`config.mk`:
```
export PLATFORM = sky130hd
export DESIGN_NAME = fetch_unit_flat
export DESIGN_NICKNAME = d
export VERILOG_FILES = /design/src/rtl/fetch_pkg.sv /design/src/rtl/fetch_if.sv /design/src/rtl/fetch_queue.sv /design/src/rtl/fetch_unit.sv /design/src/flat_wrapper.sv
export SDC_FILE = /design/constraint.sdc
export NUM_CORES = 1
export LEC_CHECK = 0
export CORE_ASPECT_RATIO = 1.1
export CORE_MARGIN = 1.5
export CORE_UTILIZATION = 40
export CTS_BUF_LIST = sky130_fd_sc_hd__clkbuf_16
export DETAILED_ROUTE_END_ITERATION = 12
export PLACE_DENSITY = 0.65
export REMOVE_ABC_BUFFERS = 1
export SLEW_MARGIN = 10
export SYNTH_ARGS = -nofsm -noshare
export SYNTH_HDL_FRONTEND = slang
export SYNTH_SLANG_ARGS = --single-unit
```
`constraint.sdc`:
```
create_clock -name clk -period 4.2 [get_ports clk]
set_clock_uncertainty 0.1 [all_clocks]
set_input_delay 0.63 -clock clk [delete_from_list [all_inputs] [get_ports clk]]
set_output_delay 0.63 -clock clk [all_outputs]
set_load 0.03 [all_outputs]
```
`src/rtl/fetch_pkg.sv`:
```
`default_nettype none
// ============================================================================
//  Module      : fetch_pkg
//  Description : Shared types and default constants for the instruction
//                fetch stage: FSM state encoding, default widths, reset
//                vector, pc step, queue depth and the queue entry layout.
//  Revision    : 1.0 - initial parametrised fetch stage
// ============================================================================
package fetch_pkg;

    localparam int unsigned C_ADDR_W   = 32;
    localparam int unsigned C_INST_W   = 32;
    localparam logic [31:0] C_RESET_PC = 32'h0000_3000;
    localparam int unsigned C_PC_STEP  = 4;
    localparam int unsigned C_QDEPTH   = 4;

    typedef enum logic [1:0] {
        S_BOOT = 2'd0,
        S_RUN  = 2'd1,
        S_HALT = 2'd2
    } fetch_state_t;

    // Layout of one queue entry at the default widths; the queue itself is
    // built on a flat vector so it follows the module parameters.
    typedef struct packed {
        logic [C_INST_W-1:0] inst;
        logic [C_ADDR_W-1:0] pc;
    } fetch_entry_t;

endpackage
`default_nettype wire

```
`src/rtl/fetch_if.sv`:
```
`default_nettype none
// ============================================================================
//  Module      : fetch_if
//  Description : Bundle of the fetch stage's I-memory, control and decode
//                handshake signals.
//                master : the fetch unit (drives ice/iaddr, id_*, misalign)
//                slave  : the environment (memory, branch unit, decode)
//  Signals     : ice, iaddr, idata, redirect_valid, redirect_pc, halt,
//                id_valid, id_inst, id_pc, id_ready, misalign
//  Revision    : 1.0 - initial parametrised fetch stage
// ============================================================================
interface fetch_if #(
    parameter int unsigned ADDR_W = fetch_pkg::C_ADDR_W,
    parameter int unsigned INST_W = fetch_pkg::C_INST_W
);
    logic              ice;
    logic [ADDR_W-1:0] iaddr;
    logic [INST_W-1:0] idata;
    logic              redirect_valid;
    logic [ADDR_W-1:0] redirect_pc;
    logic              halt;
    logic              id_valid;
    logic [INST_W-1:0] id_inst;
    logic [ADDR_W-1:0] id_pc;
    logic              id_ready;
    logic              misalign;

    modport master (
        output ice, iaddr, id_valid, id_inst, id_pc, misalign,
        input  idata, redirect_valid, redirect_pc, halt, id_ready
    );

    modport slave (
        input  ice, iaddr, id_valid, id_inst, id_pc, misalign,
        output idata, redirect_valid, redirect_pc, halt, id_ready
    );
endinterface
`default_nettype wire

```
`src/rtl/fetch_queue.sv`:
```
`default_nettype none
// ============================================================================
//  Module      : fetch_queue
//  Description : Synchronous FIFO holding fetched {inst, pc} entries toward
//                decode. Flush empties it in one cycle. The caller never
//                pushes when full nor pops when empty.
//  Ports       : clk, rst_n (sync, active-low), push/push_data,
//                pop/pop_data (head, valid when !empty), flush,
//                count, full, empty
//  Revision    : 1.0 - initial parametrised fetch stage
// ============================================================================
module fetch_queue #(
    parameter int unsigned QDEPTH = 4,
    parameter int unsigned WIDTH  = 64
) (
    input  wire logic                     clk,
    input  wire logic                     rst_n,
    input  wire logic                     push,
    input  wire logic [WIDTH-1:0]         push_data,
    input  wire logic                     pop,
    input  wire logic                     flush,
    output logic      [WIDTH-1:0]         pop_data,
    output logic      [$clog2(QDEPTH):0]  count,
    output logic                          full,
    output logic                          empty
);
    localparam int unsigned PTR_W = $clog2(QDEPTH);
    localparam int unsigned CNT_W = PTR_W + 1;

    logic [WIDTH-1:0] r_mem [QDEPTH];
    logic [PTR_W-1:0] r_wptr;
    logic [PTR_W-1:0] r_rptr;
    logic [CNT_W-1:0] r_count;

    always_ff @(posedge clk) begin
        if (!rst_n || flush) begin
            r_wptr  <= '0;
            r_rptr  <= '0;
            r_count <= '0;
        end else begin
            if (push) r_wptr <= r_wptr + PTR_W'(1);
            if (pop)  r_rptr <= r_rptr + PTR_W'(1);
            case ({push, pop})
                2'b10:   r_count <= r_count + CNT_W'(1);
                2'b01:   r_count <= r_count - CNT_W'(1);
                default: r_count <= r_count;
            endcase
        end
    end

    // Storage carries no reset; pointers and count define validity.
    always_ff @(posedge clk) begin
        if (push && !flush) r_mem[r_wptr] <= push_data;
    end

    assign pop_data = r_mem[r_rptr];
    assign count    = r_count;
    assign full     = (r_count == CNT_W'(QDEPTH));
    assign empty    = (r_count == '0);
endmodule
`default_nettype wire

```
`src/rtl/fetch_unit.sv`:
```
`default_nettype none
// ============================================================================
//  Module      : fetch_unit
//  Description : Instruction fetch stage. Issues sequential I-memory reads
//                against a fixed 1-cycle synchronous memory, buffers the
//                returned words in a queue toward decode, and supports
//                redirect (with flush/squash), halt and decode backpressure.
//  Ports       : clk, rst_n (sync, active-low), bus (fetch_if.master)
//  Options     : FETCH_MISALIGN_CHK_EN - misaligned redirect targets set a
//                sticky misalign flag and lock the stage in S_HALT.
//  Revision    : 1.0 - initial parametrised fetch stage
// ============================================================================
module fetch_unit
    import fetch_pkg::*;
#(
    parameter int unsigned       ADDR_W   = C_ADDR_W,
    parameter int unsigned       INST_W   = C_INST_W,
    parameter logic [ADDR_W-1:0] RESET_PC = ADDR_W'(C_RESET_PC),
    parameter int unsigned       PC_STEP  = C_PC_STEP,
    parameter int unsigned       QDEPTH   = C_QDEPTH
) (
    input  wire logic clk,
    input  wire logic rst_n,
    fetch_if.master   bus
);
    localparam int unsigned CNT_W   = $clog2(QDEPTH) + 1;
    localparam int unsigned USED_W  = CNT_W + 1;
    localparam int unsigned ENTRY_W = INST_W + ADDR_W;

    fetch_state_t      r_state;
    fetch_state_t      w_state_next;
    logic              r_ice;
    logic              w_ice_next;
    logic              r_inflight;   // response arrives this cycle
    logic [ADDR_W-1:0] r_pc;
    logic [ADDR_W-1:0] r_tag;        // pc of the arriving response
    logic              w_redirect;
    logic              w_misalign_fire;
    logic              w_lock;
    logic              w_pc_load;
    logic              w_push;
    logic              w_pop;
    logic              w_q_full;
    logic              w_q_empty;
    logic [CNT_W-1:0]  w_q_count;
    logic [USED_W-1:0] w_used;
    logic [ENTRY_W-1:0] w_head;

    // Redirects are ignored while booting.
    assign w_redirect = bus.redirect_valid && (r_state != S_BOOT);

`ifdef FETCH_MISALIGN_CHK_EN
    logic r_misalign;

    assign w_misalign_fire = w_redirect && (bus.redirect_pc[1:0] != 2'b00);

    always_ff @(posedge clk) begin
        if (!rst_n) r_misalign <= 1'b0;
        else        r_misalign <= r_misalign | w_misalign_fire;
    end

    assign w_lock = r_misalign;
`else
    assign w_misalign_fire = 1'b0;
    assign w_lock          = 1'b0;
`endif

    assign bus.misalign = w_lock;
    assign w_pc_load    = w_redirect && !w_misalign_fire;

    // ------------------------------------------------------------------
    // FSM
    // ------------------------------------------------------------------
    always_ff @(posedge clk) begin
        if (!rst_n) r_state <= S_BOOT;
        else        r_state <= w_state_next;
    end

    always_comb begin
        w_state_next = r_state;
        case (r_state)
            S_BOOT:  w_state_next = S_RUN;
            S_RUN:   if (bus.halt)  w_state_next = S_HALT;
            S_HALT:  if (!bus.halt) w_state_next = S_RUN;
            default: w_state_next = S_BOOT;
        endcase
        if (w_misalign_fire || w_lock) w_state_next = S_HALT;
    end

    // Credit counts queued entries, the response arriving now and the
    // request on the bus now, so every response is guaranteed a slot even
    // if decode never pops.
    assign w_used     = USED_W'(w_q_count) + USED_W'(r_inflight) + USED_W'(r_ice);
    assign w_ice_next = (r_state == S_RUN) && !bus.halt && !bus.redirect_valid
                        && (w_used < USED_W'(QDEPTH));

    // ------------------------------------------------------------------
    // PC / request tracking
    // ------------------------------------------------------------------
    always_ff @(posedge clk) begin
        if (!rst_n) begin
            r_pc       <= RESET_PC;
            r_ice      <= 1'b0;
            r_inflight <= 1'b0;
            r_tag      <= '0;
        end else begin
            r_ice      <= w_ice_next;
            // A redirect squashes the request currently on the bus.
            r_inflight <= r_ice && !w_redirect;
            if (r_ice) r_tag <= r_pc;
            if (w_pc_load)
                r_pc <= bus.redirect_pc;
            else if (r_ice && !w_misalign_fire)
                r_pc <= r_pc + ADDR_W'(PC_STEP);
        end
    end

    assign bus.ice   = r_ice;
    assign bus.iaddr = r_ice ? r_pc : '0;

    // ------------------------------------------------------------------
    // Queue toward decode
    // ------------------------------------------------------------------
    assign w_push = r_inflight && !w_redirect && !w_q_full;
    assign w_pop  = !w_q_empty && bus.id_ready;

    fetch_queue #(
        .QDEPTH (QDEPTH),
        .WIDTH  (ENTRY_W)
    ) u_queue (
        .clk       (clk),
        .rst_n     (rst_n),
        .push      (w_push),
        .push_data ({bus.idata, r_tag}),
        .pop       (w_pop),
        .flush     (w_redirect),
        .pop_data  (w_head),
        .count     (w_q_count),
        .full      (w_q_full),
        .empty     (w_q_empty)
    );

    assign bus.id_valid = !w_q_empty;
    assign bus.id_inst  = w_head[ENTRY_W-1:ADDR_W];
    assign bus.id_pc    = w_head[ADDR_W-1:0];
endmodule
`default_nettype wire

```
`src/flat_wrapper.sv`:
```
// flat-port wrapper written by rule: the top's interface ports become plain ports
module fetch_unit_flat import fetch_pkg::*;
#(
    parameter int unsigned       ADDR_W   = C_ADDR_W,
    parameter int unsigned       INST_W   = C_INST_W,
    parameter logic [ADDR_W-1:0] RESET_PC = ADDR_W'(C_RESET_PC),
    parameter int unsigned       PC_STEP  = C_PC_STEP,
    parameter int unsigned       QDEPTH   = C_QDEPTH
)
  (clk, rst_n, bus_ice, bus_iaddr, bus_id_valid, bus_id_inst, bus_id_pc, bus_misalign, bus_idata, bus_redirect_valid, bus_redirect_pc, bus_halt, bus_id_ready);
  fetch_if #(.ADDR_W(ADDR_W), .INST_W(INST_W)) bus_i ();
  input  wire logic clk;
  input  wire logic rst_n;
  output wire logic [$bits(bus_i.ice)-1:0] bus_ice;
  output wire logic [$bits(bus_i.iaddr)-1:0] bus_iaddr;
  output wire logic [$bits(bus_i.id_valid)-1:0] bus_id_valid;
  output wire logic [$bits(bus_i.id_inst)-1:0] bus_id_inst;
  output wire logic [$bits(bus_i.id_pc)-1:0] bus_id_pc;
  output wire logic [$bits(bus_i.misalign)-1:0] bus_misalign;
  input wire logic [$bits(bus_i.idata)-1:0] bus_idata;
  input wire logic [$bits(bus_i.redirect_valid)-1:0] bus_redirect_valid;
  input wire logic [$bits(bus_i.redirect_pc)-1:0] bus_redirect_pc;
  input wire logic [$bits(bus_i.halt)-1:0] bus_halt;
  input wire logic [$bits(bus_i.id_ready)-1:0] bus_id_ready;
  assign bus_ice = bus_i.ice;
  assign bus_iaddr = bus_i.iaddr;
  assign bus_id_valid = bus_i.id_valid;
  assign bus_id_inst = bus_i.id_inst;
  assign bus_id_pc = bus_i.id_pc;
  assign bus_misalign = bus_i.misalign;
  assign bus_i.idata = bus_idata;
  assign bus_i.redirect_valid = bus_redirect_valid;
  assign bus_i.redirect_pc = bus_redirect_pc;
  assign bus_i.halt = bus_halt;
  assign bus_i.id_ready = bus_id_ready;
  fetch_unit #(.ADDR_W(ADDR_W), .INST_W(INST_W), .RESET_PC(RESET_PC), .PC_STEP(PC_STEP), .QDEPTH(QDEPTH)) u_core (.clk(clk), .rst_n(rst_n), .bus(bus_i));
endmodule
```
Word-level counts from Yosys, hierarchy flattened
Memory sizes are Yosys's and may differ from the RTL's. A register that Yosys moved wholly into a read port is not among the register bits.
Cells that the tools add are included.
- eq/ne operators: 7
- muxes and demuxes: 11
- reductions and logical operators: 22
- $lt $le $gt $ge: 1
- add/subtract/negate cells: 7
- operator list (operator ; count):
    2-to-1 mux 32 bit ; 3
    adder 32 x 3 -> 32 bit (second input constant) ; 1
    logical AND 1 bit ; 9
    2-to-1 mux 2 bit ; 4
    zero test 1 bit ; 6
    case mux 2 bit (3 select lines) ; 1
    case mux 3 bit (2 select lines) ; 1
    nonzero test 2 bit ; 3
    adder 2 x 1 -> 2 bit (second input constant) ; 2
    adder 3 x 1 -> 4 bit ; 1
    adder 4 x 1 -> 4 bit ; 1
    equality test 2 x 1 -> 1 bit (second input constant) ; 2
    equality test 2 bit (second input constant) ; 2
    less-than comparator 4 x 3 -> 1 bit (second input constant) ; 1
    inequality test 2 bit (second input constant) ; 2
    adder 3 x 1 -> 3 bit (second input constant) ; 1
    equality test 3 bit (second input constant) ; 1
    zero test 3 bit ; 1
    subtractor 3 x 1 -> 3 bit (second input constant) ; 1
    zero test 2 bit ; 1
    2-to-1 mux 1 bit ; 2
    AND reduction 2 bit ; 1
    logical OR 1 bit ; 1
- RAM bits: 256
- flip-flop bits (word level): 75
- memories: 1
- output and inout bits: 99
- memory list (memory ; words ; bits a word ; read ports ; clocked after Yosys merged registers in ; write ports ; RTL line ; text):
    u_core.u_queue.r_mem ; 4 ; 64 ; 1 ; 1 ; 1 ; fetch_queue.sv:30 ; logic [WIDTH-1:0] r_mem [QDEPTH];

Longest topological paths before layout
Gate-level depths: netlist of run 1.
- word-level depth: 8
- gate-level depth with buffers: 10

Cells and area by module
A second synthesis of run 1 with hierarchy kept.
- cells, all modules: 769
- area, all modules: 12937.4 µm²
- by module, submodules not included (module ; instances ; area each (µm²) ; sequential area each (µm²) ; cells each):
    fetch_queue ; 1 ; 9754.4 ; 7867.5 ; 383
    fetch_unit ; 1 ; 3183.1 ; 1361.3 ; 386

Worst setup path before layout of run 1
Ideal clock, no wire load.
- path type: input to register
- from: input bus_redirect_valid
- to: memory u_core.u_queue.r_mem[0][0] (enable)
- path slack: 0.965 ns
- cell stages on the path: 4
- data arrival time: 2.707 ns
- setup time: 0.429 ns
- cells stage by stage: o21a_1 > clkbuf_1 > nor2_1 > and2_1
- longest elaborated chain between the ends: 7
- RTL lines (element ; RTL line ; text):
    from (decl) ; flat_wrapper.sv:21 ; input wire logic [$bits(bus_i.redirect_valid)-1:0] bus_redirect_valid;
    logical AND 1 bit * ; fetch_unit.sv:50 ; assign w_redirect = bus.redirect_valid && (r_state != S_BOOT);
    zero test 1 bit * ; fetch_queue.sv:53, fetch_unit.sv:124 ;
    logical AND 1 bit (2 in a row) ; fetch_unit.sv:124 ; assign w_push = r_inflight && !w_redirect && !w_q_full;
    logical AND 1 bit * ; fetch_queue.sv:53 ; if (push && !flush) r_mem[r_wptr] <= push_data;
    2-to-1 mux 1 bit * ; fetch_queue.sv:53 ;
    2-to-1 mux 1 bit (implied by the code) * ; fetch_queue.sv:53 ;
    to (decl) ; fetch_queue.sv:30 ;
Mark *: on every way between the ends. The rest lies on a longest branch, timed or not.

==> metrics.cfg, run 1 <==
[clock_tree]
clkTransAtPathRegs_ns=0.06
clk_latency_ns=0.51
hold_buffers=0
post_cts_buffers=0
clk_path_buf_depth=3
cts_root_buf=clkbuf_16
cts_tree=built
numCtsBuffers=34
cts.sinks=333
cts_resized=0
h-tree-depth=2

[power]
p_per_area_mw_per_mm2=425.5
leakage_uw=0.005263
ir_drop_mv=0.2209

[logic_synthesis]
ys_seq_area_frac=0.7155
yosys_warnings=0
synth_cells=785
ys_types=50
synth_edf_count=256
yosys_register_bits=333
synth_flop_cell=edfxtp_1
syn_area_per_cell_sq_um=16.43
synthArstFlopShare=0
synth_area_sq_mm=0.01290

[worst_setup_path]
endpoint_kind=output port
arrival_ns=2.69
crit_type=register to output port
cp_slowest_cell=dfxtp_4
crit_required_ns=3.47
worst_setup_path_start_kind=register
cp_max_fo=21
cpPeakStageDelay_ns=0.66
crit_chain=buf_4, mux4_2, clkdlybuf4s50_1

[final_layout]
syn_to_final_growth_pct=26.55
n_fill_cell=2617
final_nets=1041
final_core_util=0.5171
antenna_cells=0
layout.cells.non_filler=1409
drive_gt1_frac=0.1486

[floorplanning]
rows=68
die_area_sq_mm=0.03333
num_io_pins=168
die_w_um=174.2
die_h_um=191.3
coreArea_sq_mm=0.03157
initial_core_util=0.4086

[timing]
setup_viol=0
slew_headroom=0.3674
max_freq_ghz=0.2922
rsz0062_at_grt=false
finalWorstSetupSlack_ns=0.7775
period_needed_ns=3.423
fin_setup_tns_ns=0
fin_crit_sh=0.8149
slew_violations=0
hold_violations=0
timing.hold.ws_ns=0.3475
tightest_slew_ns=0.9454

[global_route]
grt_pass1_vias=7604
grt.overflow.total=0
grt_usage=0.1746
grt_max_degree=39
grt_pass1_wl_um=44200
antenna_found_initial=0

[route]
routed_wl_um=28940
vias_per_cell=5.353
wl_per_cell_um=20.54
antenna_left=0
first_iter_violations=705
num_vias=7543
drtPass1Iterations=5
remaining_drc_errors=0

[place]
place.gp.congestion=0.8603
io_buffers=166
place_worst_setup_slack_ns=1.270
dpl.hpwl_um=18210
dp.cells=1348

[job]
cap_violations=0

[outcome]
status=finished, final reports clean

[min_path]
holdCritPathClass=register to register

## cell type report
class,count,area [sq um],area share
clock buffers,35,875.8,0.05366
clock inverters,26,272.8,0.01671
inverters,14,52.55,0.003219
multi-input cells,399,3478,0.2131
flip-flops and latches,333,9236,0.5658
well taps,420,525.5,0.03219
repair buffers,182,1882,0.1153
## cells in the mapped netlist, types with 2 or more instances
master / instances / area (sq um)
edfxtp_1: 256 / 7687
dfxtp_1: 77 / 1541
mux4_2: 64 / 1441
nor2_1: 51 / 191.4
a21oi_1: 44 / 220.2
and2_1: 36 / 225.2
clkbuf_1: 26 / 97.59
nand2_1: 25 / 93.84
nand3_1: 23 / 115.1
o21ai_0: 22 / 110.1
inv_1: 13 / 48.80
nand4_1: 13 / 81.33
nor3_1: 11 / 55.05
xnor2_1: 11 / 96.34
a211oi_1: 8 / 60.06
buf_2: 8 / 40.04
or3_1: 8 / 50.05
xor2_1: 8 / 70.07
a31oi_1: 7 / 43.79
ha_1: 7 / 87.58
nor4_1: 7 / 43.79
and3_1: 5 / 31.28
and4_1: 5 / 43.79
o311ai_0: 5 / 43.79
o31ai_1: 5 / 37.54
or4_1: 5 / 37.54
buf_1: 4 / 15.01
or2_2: 3 / 18.77
a311oi_1: 2 / 17.52
a32oi_1: 2 / 17.52
mux2_2: 2 / 22.52
mux2i_1: 2 / 20.02
nand4bb_1: 2 / 22.52
nor2b_1: 2 / 12.51
## registers in the layout (all words and copies together) (netlist names), named ones only
register and flops:
u_core.bus.ice 1, u_core.r_inflight 1, u_core.r_pc 32, u_core.r_state 2
u_core.r_tag 32, u_core.u_queue.count 3, u_core.u_queue.r_mem 256, u_core.u_queue.r_rptr 2
u_core.u_queue.r_wptr 2
## per-stage QoR
stage	total power [uW]	cell area (sq um)
2_1_floorplan	3768	12740
3_3_place_gp	3918	15170
3_5_place_dp	3921	15170
4_1_cts	7008	16320
5_1_grt	7152	16320
6_report	6946	16320
## logic make-up (layout without fill, tap and decap cells)
kind of cell / after synthesis / in the layout / share of synthesized area
simple gates: 202 / 202 / 0.08478
other cells: 1 / 1 / 0.0002907
mux: 68 / 68 / 0.1150
flops: 333 / 333 / 0.7155
fa+ha+maj: 9 / 9 / 0.009118
compound gates: 100 / 100 / 0.04588
buf+inv: 53 / 257 / 0.01649
xor+xnor: 19 / 19 / 0.01290
## metal layers
layer,up-vias,GRT usage,part of all wire
met5,-,0,0
met4,0,0.05239,0.023
met3,54,0.03441,0.059
met2,281,0.2890,0.48
met1,3760,0.2338,0.44
li1,3448,-,-
## path summary, 6_finish.rpt
path	startpoint	endpoint	slack [ns]	cells after the start
worst min-delay path	u_core.r_pc[0]	u_core.r_pc[0]	0.35	2
worst max-delay path	register	bus_id_pc[7]	0.78	3
worst max register to register	u_core.u_queue.count[2]	u_core.u_queue.count[2]	1.45	10
worst min register to register	u_core.r_pc[0]	u_core.r_pc[0]	0.35	2
## power breakdown
part           internal, uW  leakage [uW]  switching (uW)
logic                   122       0.00170             126
registers              3560       0.00296            49.0
clock network          1880      0.000595            1210
total                  5560       0.00526            1390
## placed cells by master, fill, tap and decap left out, types with 2 or more instances in the layout
cell	count
a211oi_1	8
a21oi_1	44
a311oi_1	2
a31oi_1	7
a32oi_1	2
and2_1	32
and2_4	4
and3_1	5
and4_1	5
buf_12	8
buf_4	8
bufinv_16	6
clkbuf_16	35
clkdlybuf4s50_1	166
clkinv_1	4
clkinv_2	7
dfxtp_1	75
dfxtp_4	2
edfxtp_1	256
ha_1	7
inv_1	21
mux2_2	2
mux2i_1	2
mux4_2	64
nand2_1	25
nand3_1	23
nand4_1	13
nand4bb_1	2
nor2_1	51
nor2b_1	2
nor3_1	11
nor4_1	7
o21ai_0	22
o311ai_0	5
o31ai_1	5
or2_2	3
or3_1	8
or4_1	5
xnor2_1	11
xor2_1	8
## worst max-delay path, delay by kind of cell (launching register included)
family | cells | cell delay, ns
buffers and inverters | 2 | 0.96
flip-flops | 1 | 0.66
multiplexers | 1 | 0.54
No activity file was read; power rests on OpenSTA's default activity.
==> run 2: changes to the inputs <==
- clock period: 4.2 -> 3.2 ns (I/O delays scaled with it)
==> run 2 against run 1 <==
Net effect: cell count up 1.1%; combinational power rose by 35%; register-to-register slack worse by 0.69 ns; hold slack better by 0.0025 ns; critical endpoint is now bus_id_pc[14]; total power is 27% higher; sequential share of layout area shrank 0.33 points.
==> metrics.cfg, run 2 (synthesized netlist as in run 1, its figures left out) <==
[outcome]
status=finished, final reports clean

[worst_setup_path]
worst_setup_path_start_kind=register
arrival_ns=2.39  ; -0.30 ns
endpoint_kind=output port
crit_chain=buf_12, mux4_2, clkdlybuf4s50_1
reg2regPathDepth=10  ; unchanged
cp_max_fo=35  ; +67%
crit_family=buffers and inverters
cp_slowest_cell=clkdlybuf4s50_1
crit_required_ns=2.62  ; -0.85 ns
critical_path_cell_count=3  ; unchanged
cpPeakStageDelay_ns=0.62  ; -0.04 ns
crit_type=register to output port
path_buf_inv=2  ; unchanged

[route]
drtPass1Iterations=5  ; unchanged
wl_per_cell_um=20.27  ; -1.3%
antenna_left=0  ; unchanged
first_iter_violations=587  ; -17%
remaining_drc_errors=0  ; unchanged
num_vias=7397  ; -1.9%
vias_per_cell=5.195  ; -3.0%
routed_wl_um=28870  ; -0.25%

[clock_tree]
clk_path_buf_depth=3  ; unchanged
h-tree-depth=2  ; unchanged
post_cts_buffers=0  ; unchanged
cts_root_buf=clkbuf_16
cts_tree=built
clkTransAtPathRegs_ns=0.06  ; about the same
numCtsBuffers=35  ; +2.9%
cts.sinks=333  ; unchanged
clk_latency_ns=0.50  ; about the same
cts_resized=0  ; unchanged
hold_buffers=0  ; unchanged

[final_layout]
syn_to_final_growth_pct=27.30
reg_top3=u_core.u_queue.r_mem x256, u_core.r_pc x32, u_core.r_tag x32
largest_reg_flops=256  ; unchanged
final_cell_mix=edfxtp_1 (256), clkdlybuf4s50_1 (165), dfxtp_1 (75)
final_nets=1058  ; +1.6%
final_common_cell=edfxtp_1
max_flop_register=u_core.u_queue.r_mem
layout.cells.non_filler=1424  ; +1.1%
stdcell_area_sq_mm=0.01642  ; +0.59%
n_fill_cell=2599  ; -0.69%
drive_gt1_frac=0.1574  ; +0.008736
antenna_cells=0  ; unchanged

[power]
p_per_area_mw_per_mm2=538.6  ; +27%
ir_drop_mv=0.2600  ; +18%
leakage_uw=0.005327  ; +1.2%

[timing]
tightest_slew_ns=0.6845  ; -0.2608 ns
timing.hold.ws_ns=0.3499  ; +0.002472 ns
slew_headroom=0.5394  ; +0.1721
max_freq_ghz=0.3373
setup_viol=0  ; unchanged
period_needed_ns=2.965
rsz0062_at_grt=false
hold_violations=0  ; unchanged
fin_crit_sh=0.9266
fin_setup_tns_ns=0  ; unchanged
finalWorstSetupSlack_ns=0.2349  ; -0.5426 ns
slew_violations=0  ; unchanged

[place]
place.gp.congestion=0.8515  ; -1.0%
dpl_cell_area_sq_mm=0.01534  ; +1.1%
dpl.hpwl_um=19360  ; +6.3%
dp.cells=1364  ; +1.2%
io_buffers=166  ; unchanged
place_worst_setup_slack_ns=0.4534  ; -0.8164 ns

[floorplanning]
initial_core_util=0.4086  ; unchanged
die_w_um=174.2  ; unchanged
die_h_um=191.3  ; unchanged
num_io_pins=168  ; unchanged
rows=68  ; unchanged
die_area_sq_mm=0.03333  ; unchanged
coreArea_sq_mm=0.03157  ; unchanged

[global_route]
grt_pass1_wl_um=44520  ; +0.72%
grt_usage=0.1764  ; +0.001805
grt_pass1_vias=7452  ; -2.0%
grt.overflow.total=0  ; unchanged
antenna_found_initial=0  ; unchanged
grt_max_degree=46  ; +18%

[job]
cap_violations=0  ; unchanged

[min_path]
holdPathStages=2  ; unchanged
holdCritPathClass=register to register

run 2: final cells by class:
cell class              count  area, sq um  share of cell area
clock inverters            23        151.4            0.009220
repair buffers            198         2049              0.1248
multi-input cells         399         3478              0.2118
clock buffers              37        925.9             0.05639
well taps                 420        525.5             0.03200
inverters                  14        52.55            0.003200
flip-flops and latches    333         9236              0.5625
run 2: worst min-delay path, stage by stage, from the launching register on:
cell     delay [ns]
dfxtp_1        0.30
nand2_1        0.05
a21oi_1        0.05
run 2: power breakdown:
part	total [uW]	internal (uW)	switching, uW
clock	3780	2240	1540
combinational	334	166	169
sequential	4730	4670	58.7
run 2: stage by stage:
stage                     power, uW    util
after floorplan                4945       -
after global placement         5147  0.4860
after detailed placement       5152  0.4860
after CTS                      8946  0.5202
after global routing           9136  0.5202
final                          8843  0.5202
run 2: path summary, 6_finish.rpt:
path / to / from / slack (ns)
worst max-delay path: bus_id_pc[14] / register / 0.23
worst min-delay path: u_core.r_pc[0] / u_core.r_pc[0] / 0.35
worst min register to register: u_core.r_pc[0] / u_core.r_pc[0] / 0.35
worst max register to register: u_core.u_queue.count[2] / u_core.u_queue.count[2] / 0.76
run 2: metal layers:
| layer | global-route usage | part of all wire | wire (um) |
|---|---|---|---|
| met5 | 0 | 0 | 0 |
| met4 | 0.04377 | 0.016 | 468 |
| met3 | 0.03540 | 0.057 | 1643 |
| met2 | 0.2918 | 0.49 | 14090 |
| met1 | 0.2396 | 0.44 | 12670 |
